`config.mk`:
```
export PLATFORM = sky130hd
export DESIGN_NAME = sram_s
export DESIGN_NICKNAME = d
export VERILOG_FILES = /design/src/rtl/sram_s.sv
export SDC_FILE = /design/constraint.sdc
export NUM_CORES = 1
export LEC_CHECK = 0
export ABC_AREA = 1
export BUFFER_PORTS_ARGS = -buffer_cell sky130_fd_sc_hd__buf_2
export CORE_ASPECT_RATIO = 1.2
export CORE_MARGIN = 3
export CORE_UTILIZATION = 35
export DETAILED_ROUTE_END_ITERATION = 6
export PLACE_DENSITY = 0.51
export SYNTH_ARGS = -nofsm -noshare
export SYNTH_HDL_FRONTEND = slang
export SYNTH_SLANG_ARGS = --single-unit
export TNS_END_PERCENT = 100
```
`constraint.sdc`:
```
create_clock -name clk -period 1.1 [get_ports clk]
set_input_delay 0.11 -clock clk [delete_from_list [all_inputs] [get_ports clk]]
set_output_delay 0.11 -clock clk [all_outputs]
set_load 0.005 [all_outputs]
```
`src/rtl/sram_s.sv`:
```
// Simple dual-port synchronous RAM with one write port and one registered read port.
// Reads are write-first, out-of-range reads return zero, and reset clears every word.
module sram_s #(
  parameter int unsigned ADDR_WIDTH = 4,
  parameter int unsigned DATA_WIDTH = 8,
  parameter int unsigned DATA_DEPTH = 16
) (
  input  logic                  clk,
  input  logic                  rst,
  input  logic                  ce,
  input  logic [ADDR_WIDTH-1:0] raddr,
  input  logic                  re,
  output logic [DATA_WIDTH-1:0] rdata,
  input  logic [ADDR_WIDTH-1:0] waddr,
  input  logic                  we,
  input  logic [DATA_WIDTH-1:0] wdata
);

  // One extra bit so that a depth of exactly 2**ADDR_WIDTH is representable.
  localparam logic [ADDR_WIDTH:0] DepthL = (ADDR_WIDTH + 1)'(DATA_DEPTH);

  logic [DATA_WIDTH-1:0] mem [DATA_DEPTH];
  logic [DATA_WIDTH-1:0] rdata_d;
  logic                  waddr_ok;
  logic                  raddr_ok;
  logic                  wr_en;
  logic                  rd_en;

  always_comb begin
    waddr_ok = {1'b0, waddr} < DepthL;
    raddr_ok = {1'b0, raddr} < DepthL;
    wr_en    = ce && we && waddr_ok;
    rd_en    = ce && re;
  end

  always_comb begin
    rdata_d = rdata;
    if (rd_en) begin
      if (!raddr_ok) begin
        rdata_d = '0;
      end else if (wr_en && (waddr == raddr)) begin
        rdata_d = wdata;
      end else begin
        rdata_d = mem[raddr];
      end
    end
  end

  always_ff @(posedge clk or negedge rst) begin
    if (!rst) begin
      for (int unsigned i = 0; i < DATA_DEPTH; i++) begin
        mem[i] <= '0;
      end
    end else if (wr_en) begin
      mem[waddr] <= wdata;
    end
  end

  always_ff @(posedge clk or negedge rst) begin
    if (!rst) begin
      rdata <= '0;
    end else begin
      rdata <= rdata_d;
    end
  end

endmodule

```
# Word level (Yosys, flattened, before mapping)
# Cells that the tools add are included.
# Widths: inputs -> output; s select.
op_classes:
  order_cmp: 3
  n_eq_ne: 1
  mux: 7
  bitwise_logic: 2
  n_reduce_logical: 4
ops:
  columns: ["operator", "count"]
  rows:
  - ["$bwmux 128", 1]
  - ["$bmux 8 s4", 1]
  - ["$demux 8 s4", 1]
  - ["$mux 8", 4]
  - ["$ge 5x5->1 const B", 2]
  - ["$not 4->5", 2]
  - ["$lt 5x1->1 const B", 1]
  - ["$eq 4x4->1", 1]
  - ["$logic_and 1x1->1", 4]
totals:
  register_bits: 136
  input_bits: 21
  out_inout_bits: 8
  elab_cells: 34

# Logic depth before layout (Yosys ltp)
# Gate-level depths: netlist of run 1.
logic_depth:
  depth_word: 6
  depth_mapped: 11
  depth_no_buf: 9

# Worst setup path before layout of run 1
# No wires, ideal clock.
synth_path:
  path_kind: "input to register"
  startpoint: "input port raddr[3]"
  endpoint: "register rdata[0]"
  setup_ns: 0.116
  arrival_time_ns: 1.040
  required_time_ns: 0.984
  setup_slack_ns: -0.056
  path_stages: 8
  n_path_buf: 1
  path_cell_list: "buf_4 -> clkinv_1 -> o22ai_1 -> nor2_2 -> nand2_1 -> nand3_1 -> nand2_1 -> nand2_1"
synth_via:
  elab_chain_len: 5
  elab_cells_between_ends: 7
  classes_between: "eq/ne (1); mux (4); bitwise (1); reduce/logical (1)"
synth_lines:
  columns: ["element", "line", "rtl"]
  rows:
  - ["start, declared", "11", "input logic [ADDR_WIDTH-1:0] raddr,"]
  - ["$not 4->5 (not written as such)", "44", "rdata_d = mem[raddr];"]
  - ["$bmux 8 s4", "44", null]
  - ["$mux 8 (not written as such) (2 in series)", "44", null]
  - ["$mux 8 *", "41", "end else if (wr_en && (waddr == raddr)) begin"]
  - ["end signal, assigned", "63", "rdata <= rdata_d;"]
  - ["end, declared", "13", "output logic [DATA_WIDTH-1:0] rdata,"]
# Mark *: on every way between the ends. The rest lies on a longest branch, timed or not. The select of a mux whose other input is x is not followed.
# A chain may end at the register's enable or synchronous reset.

# Worst setup path in the final report of run 1
layout_path:
  startpoint: "register rdata[7]"
  endpoint: "output port rdata[7]"
# No word-level cell between the ends.

==> results of run 1 <==
cells in the final DEF (no fill, tap or decap), drive strengths merged, types with 2 or more instances in the layout:
master and count:
clkbuf 22, o21ai 128, inv 89, nand2 375, bufinv 3, buf 102, dfrtp 136, nand3 97
nor3 4, nor2 5, clkinv 4, clkinvlp 2
flip-flops by register name, summed over array words and instances, names as in the netlist:
name and count:
rdata 8, mem 128
report_power, final:
group / switching (mW) / leakage (nW) / total, mW / internal (mW)
Combinational: 1.50 / 2.29 / 2.55 / 1.05
Sequential: 0.515 / 1.76 / 6.44 / 5.93
Clock: 2.12 / 0.294 / 5.89 / 3.77
per-layer routing:
| metal | vias up | part of all wire | global-route usage |
|---|---|---|---|
| met5 | - | 0 | 0 |
| met4 | 0 | 0.024 | 0.0650 |
| met3 | 27 | 0.055 | 0.0416 |
| met2 | 162 | 0.46 | 0.318 |
| met1 | 2655 | 0.46 | 0.269 |
| li1 | 2934 | - | - |
final cells by class:
type,count,area share
flip-flops and latches,136,0.403
multi-input cells,612,0.328
repair buffers,103,0.120
clock buffers,22,0.0573
inverters,90,0.0400
well taps,252,0.0373
clock inverters,8,0.0142
path summary, 6_finish.rpt:
check / start / endpoint / slack, ns / cells after the start
worst max register to register: mem[18]$_DFFE_PN0P_ / rdata[2]$_DFFE_PN0P_ / -0.02 / 8
max in group asynchronous: rst / mem[59]$_DFFE_PN0P_ / 0.42 / 3
worst min register to register: mem[124]$_DFFE_PN0P_ / mem[124]$_DFFE_PN0P_ / 0.48 / 2
min in group asynchronous: rst / mem[4]$_DFFE_PN0P_ / 0.17 / 2
worst min-delay path: wdata[1] / mem[1]$_DFFE_PN0P_ / 0.09 / 3
worst max-delay path: rdata[7]$_DFFE_PN0P_ / rdata[7] / -0.03 / 1
cells in the mapped netlist:
library cell | instances | area, um^2
buf_4 | 1 | 7.51
buf_6 | 12 | 135
clkbuf_2 | 1 | 5.00
nand2_1 | 375 | 1410
nor2_1 | 3 | 11.3
nand3_1 | 97 | 485
buf_1 | 3 | 11.3
clkbuf_1 | 12 | 45.0
o21ai_0 | 128 | 641
nor2_2 | 2 | 12.5
o22ai_1 | 1 | 6.26
dfrtp_1 | 136 | 3400
nor3_1 | 4 | 20.0
o21bai_1 | 1 | 7.51
buf_2 | 20 | 100
clkinv_1 | 1 | 3.75
inv_1 | 89 | 334
xor2_1 | 1 | 8.76
tightest hold or removal path: stages:
cell,delay (ns)
buf_2,0.07
inv_1,0.09
o21ai_0,0.19
cells by family (layout without fill, tap and decap cells):
kind of cell	Yosys count	count (layout)
and+or+nand+nor	481	481
buffers and inverters	139	223
DFF	136	136
AOI/OAI and AO/OA	130	130
xor gates and xnor gates	1	1
stage by stage:
stage / hold slack (ns) / power [mW]
3_5_place_dp: 0.0341 / 8.94
2_1_floorplan: -0.186 / 7.92
3_3_place_gp: 0.0358 / 8.91
4_1_cts: 0.0863 / 14.9
6_report: 0.0947 / 14.9
5_1_grt: 0.104 / 15.7
repair_timing:
action | CTS | global route
setup endpoints to repair | 9 | 12
hold endpoints to repair | 136 | 0
hold buffers | 1 | 0
resized for setup | 13 | 29
pin swaps | 1 | 17
setup buffers | 0 | 4
==> flow_summary.toml, run 1 <==
[status]
status = "finished, violations left"
violations = "negative setup slack"

[final_layout]
fin_cells = 1223
regArea_um2 = 3400
area_delta_synth_final_pct = 27.1
final_area_um2 = 8450
final_core_util = 0.460
drive_gt1_frac = 0.182
n_antenna_cell = 0
fin_nets = 981
fillers = 1846
multi_input_area_um2 = 2780

[timing]
relSlewSlack = 0.743
skew_ns = 0.00763
report.final.slew_viol_count = 0
finalHoldViolations = 0
period_minus_slack_ns = 1.13
tightest_slew_ns = 0.386
tns_ns = -0.0761
fmax_mhz = 886
period_share = 1.03
setup_ws_ns = -0.0288
rsz0062_at_grt = "yes"
setup_viol_count_final = 4

[routing]
avgRoutedWirePerCell_um = 16.3
drc = 0
ant_nets = 0
drt_pre_antenna_iters = 7
wl_um = 20000
drt_iter0_markers = 431
vias = 5778
via_per_inst = 4.72

[grt]
grt_pass1_vias = 5570
antenna_found_initial = 0
grt_pass1_wl_um = 31800
grt_usage = 0.198
grt_max_degree = 33
grt_overflow = 0

[worst_setup_path]
critPathSlowestCell = "dfrtp_1"
critical_path_class = "register to output pin"
worstPathBufferInverterCount = 1
startpoint_type = "register"
cp_top_family = "flip-flops"
cp-end-kind = "output pin"
cp_slowest_stage_delay_ns = 0.44
crit_path_cell_trace = "buf_2"
path_max_fanout = 2
crit_arrival_ns = 1.02
crit_required_ns = 0.99

[synthesis]
ys_seq_area_frac = 0.512
yosysWarnings = 0
synthAdderAreaFrac = 0
synth_xor_area_frac = 0.00132
synth_fp_nets = 908
synth-simple-area-share = 0.291
ys_ff_latch = 136
netlist_area_um2 = 6650
synth_cell_types = 18
avgSynthCellArea_um2 = 7.49
synth-compound-area-share = 0.0985
synth_top_family_by_area = "simple AND/OR/NAND/NOR gates"
syn-instance-count = 887
synth.mux.area_fraction = 0

[run]
drv_cap = 0

[min_path]
hold_class = "input port to register"

[placement]
port_buffers = 28
gp_congestion = 0.855
dpl_cell_area_um2 = 7630
hpwlAfterDp_um = 13800
place_ws_ns = -0.222
dp_cells = 1188

[floorplan]
fp-row-count = 54
ios = 29
die_area_um2 = 20700
dieWidth_um = 132
die_h_um = 157
start_util = 0.362
coreArea_um2 = 18400

[cts]
cts_buffers = 17
cts_root_buffer = "clkbuf_16"
clock_latency_ns = 0.42
cts_htree_levels = 4
tritoncts = "done"
cts.path.max_buffers = 2
clock-sinks = 136
clk_pin_slew_ns = 0.06

[pwr]
peakVddDrop_mv = 0.859
power_density_nw_per_um2 = 1760
p_leak_nw = 4.35
Power figures use the tool's default switching activity.
==> run 2, diff against run 1 <==
Settings changed: PLACE_DENSITY 0.51 to unset, PLACE_DENSITY_LB_ADDON set to 0.1.
==> run 2 against run 1 <==
Highest routed layer unchanged. Cell area increased by 1.7%. Critical endpoint is now rdata[2]$_DFFE_PN0P_. Core utilization is 0.77 points higher. The run still ends with negative setup slack left. Count of clock-buffer cells in the layout unchanged. Power decreased by 1.6%.
==> flow_summary.toml, run 2 (synthesis gave the netlist of run 1 again) <==
[worst_setup_path]
worstPathBufferInverterCount = 1
cp-end-kind = "register"
crit_required_ns = 1.41
crit_arrival_ns = 1.42
cp_slowest_stage_delay_ns = 0.39
critical_path_class = "register to register"
cp_top_family = "simple AND/OR/NAND/NOR gates"
path_max_fanout = 2
startpoint_type = "register"
r2r_cells = 8
critPathSlowestCell = "dfrtp_1"
cp.depth = 8
crit_path_cell_trace = "inv_1 -> nand2_1 -> nand3_2 -> nand3_2 -> nand3_2 -> nand3_1 -> nand2_1 -> nand2_1"

[pwr]
clkPwrFrac = 0.374
switching_share = 0.288
seqPwrFrac = 0.441
pwr-share-comb = 0.185
power_switching_mw = 4.21
peakVddDrop_mv = 1.10
p_leak_nw = 4.42
internal-power_mw = 10.4
power_density_nw_per_um2 = 1700

[run]
drv_cap = 0

[routing]
wl_um = 20700
avgRoutedWirePerCell_um = 16.7
drt_pre_antenna_iters = 6
ant_nets = 0
via_per_inst = 4.72
vias = 5843
drc = 0
drt_iter0_markers = 364

[timing]
fmax_mhz = 900
skew_ns = 0.00772
setup_viol_count_final = 4
period_minus_slack_ns = 1.11
report.final.slew_viol_count = 0
rsz0062_at_grt = "yes"
period_share = 1.01
tightest_slew_ns = 0.398
setup_ws_ns = -0.0112
finalHoldViolations = 0
tns_ns = -0.0255
holdWs_ns = 0.0703
relSlewSlack = 0.734

[status]
status = "finished, violations left"
violations = "negative setup slack"

[placement]
dp_cells = 1196
hpwlAfterDp_um = 14800
gp_congestion = 0.898
port_buffers = 28

[cts]
clk_pin_slew_ns = 0.06
cts_htree_levels = 4
clock-sinks = 136
cts_root_buffer = "clkbuf_16"
clock_latency_ns = 0.42
tritoncts = "done"
cts_buffers = 17
cts.path.max_buffers = 2

[floorplan]
die_area_um2 = 20700
start_util = 0.362
dieWidth_um = 132
fp-row-count = 54
die_h_um = 157
ios = 29
coreArea_um2 = 18400

[final_layout]
final_core_util = 0.467
mostFrequentLayoutCells = "nand2_1 (366), dfrtp_1 (135), o21ai_0 (128)"
n_antenna_cell = 0
drive_gt1_frac = 0.219
area_delta_synth_final_pct = 29.3
top_register = "mem"
top_regs = "mem: 128 flops, rdata: 8 flops"
fin_nets = 996
final_common_cell = "nand2_1"
fin_cells = 1239
largest_register_ffs = 128

[min_path]
hold_class = "input port to register"
whs_path_depth = 3

[grt]
grt_overflow = 0
grt_usage = 0.207
grt_pass1_vias = 5654
grt_pass1_wl_um = 32700
antenna_found_initial = 0
grt_max_degree = 63
run 2: path summary, 6_finish.rpt:
| path | to | start | slack, ns |
|---|---|---|---|
| max in group asynchronous | mem[79]$_DFFE_PN0P_ | rst | 0.40 |
| min in group asynchronous | mem[15]$_DFFE_PN0P_ | rst | 0.09 |
| worst max-delay path | rdata[2]$_DFFE_PN0P_ | mem[10]$_DFFE_PN0P_ | -0.01 |
| worst max register to register | rdata[2]$_DFFE_PN0P_ | mem[10]$_DFFE_PN0P_ | -0.01 |
| worst min register to register | mem[39]$_DFFE_PN0P_ | mem[39]$_DFFE_PN0P_ | 0.48 |
| worst min-delay path | mem[29]$_DFFE_PN0P_ | wdata[5] | 0.07 |
run 2: stage by stage:
| stage | setup WS [ns] | cell area, um^2 | power [mW] |
|---|---|---|---|
| 2_1_floorplan | 0.00379 | 6650 | 7.92 |
| 5_1_grt | -0.0509 | 8590 | 15.5 |
| 6_report | -0.0112 | 8590 | 14.6 |
| 4_1_cts | -0.0324 | 8310 | 14.6 |
| 3_3_place_gp | -0.268 | 7640 | 8.94 |
| 3_5_place_dp | -0.272 | 7640 | 8.97 |
run 2: routing by layer:
metal / track usage / up-vias / wire length, um / part of all wire
li1: - / 2955 / - / -
met1: 0.276 / 2719 / 9600 / 0.46
met2: 0.329 / 137 / 9540 / 0.46
met3: 0.0377 / 32 / 863 / 0.042
met4: 0.101 / 0 / 733 / 0.035
met5: 0 / - / 0 / 0
run 2: timing repair:
action                                 4_1_cts  5_1_grt
resized for setup                           19       51
setup buffers                                3        8
endpoints found under the hold margin      136        0
pin swaps                                    3       12
setup endpoints to repair                   12       12
hold buffers                                 1        0
run 2: worst reg2reg max path, delay by kind of cell, from the launching register on:
| family | cells | cell delay (ns) |
|---|---|---|
| buf+inv | 1 | 0.06 |
| flops | 1 | 0.39 |
| simple gates | 7 | 0.55 |
run 2: final cells by class:
type                            instances  area [um^2]
Inverter                               90          338
Timing Repair Buffer                  118         1080
Clock buffer                           22          454
Multi-Input combinational cell        612         2900
Tap cell                              252          315
Clock inverter                          9          101
Sequential cell                       136         3400
Fill cell                            1894         9790
run 2: power groups by stage:
stage | Combinational [mW] | Clock (mW) | Sequential, mW
after global routing | 3.14 | 5.81 | 6.56
final | 2.71 | 5.47 | 6.45
after floorplan | 1.55 | 0 | 6.37
after global placement | 2.43 | 0 | 6.52
after detailed placement | 2.46 | 0 | 6.51
after CTS | 2.53 | 5.60 | 6.45
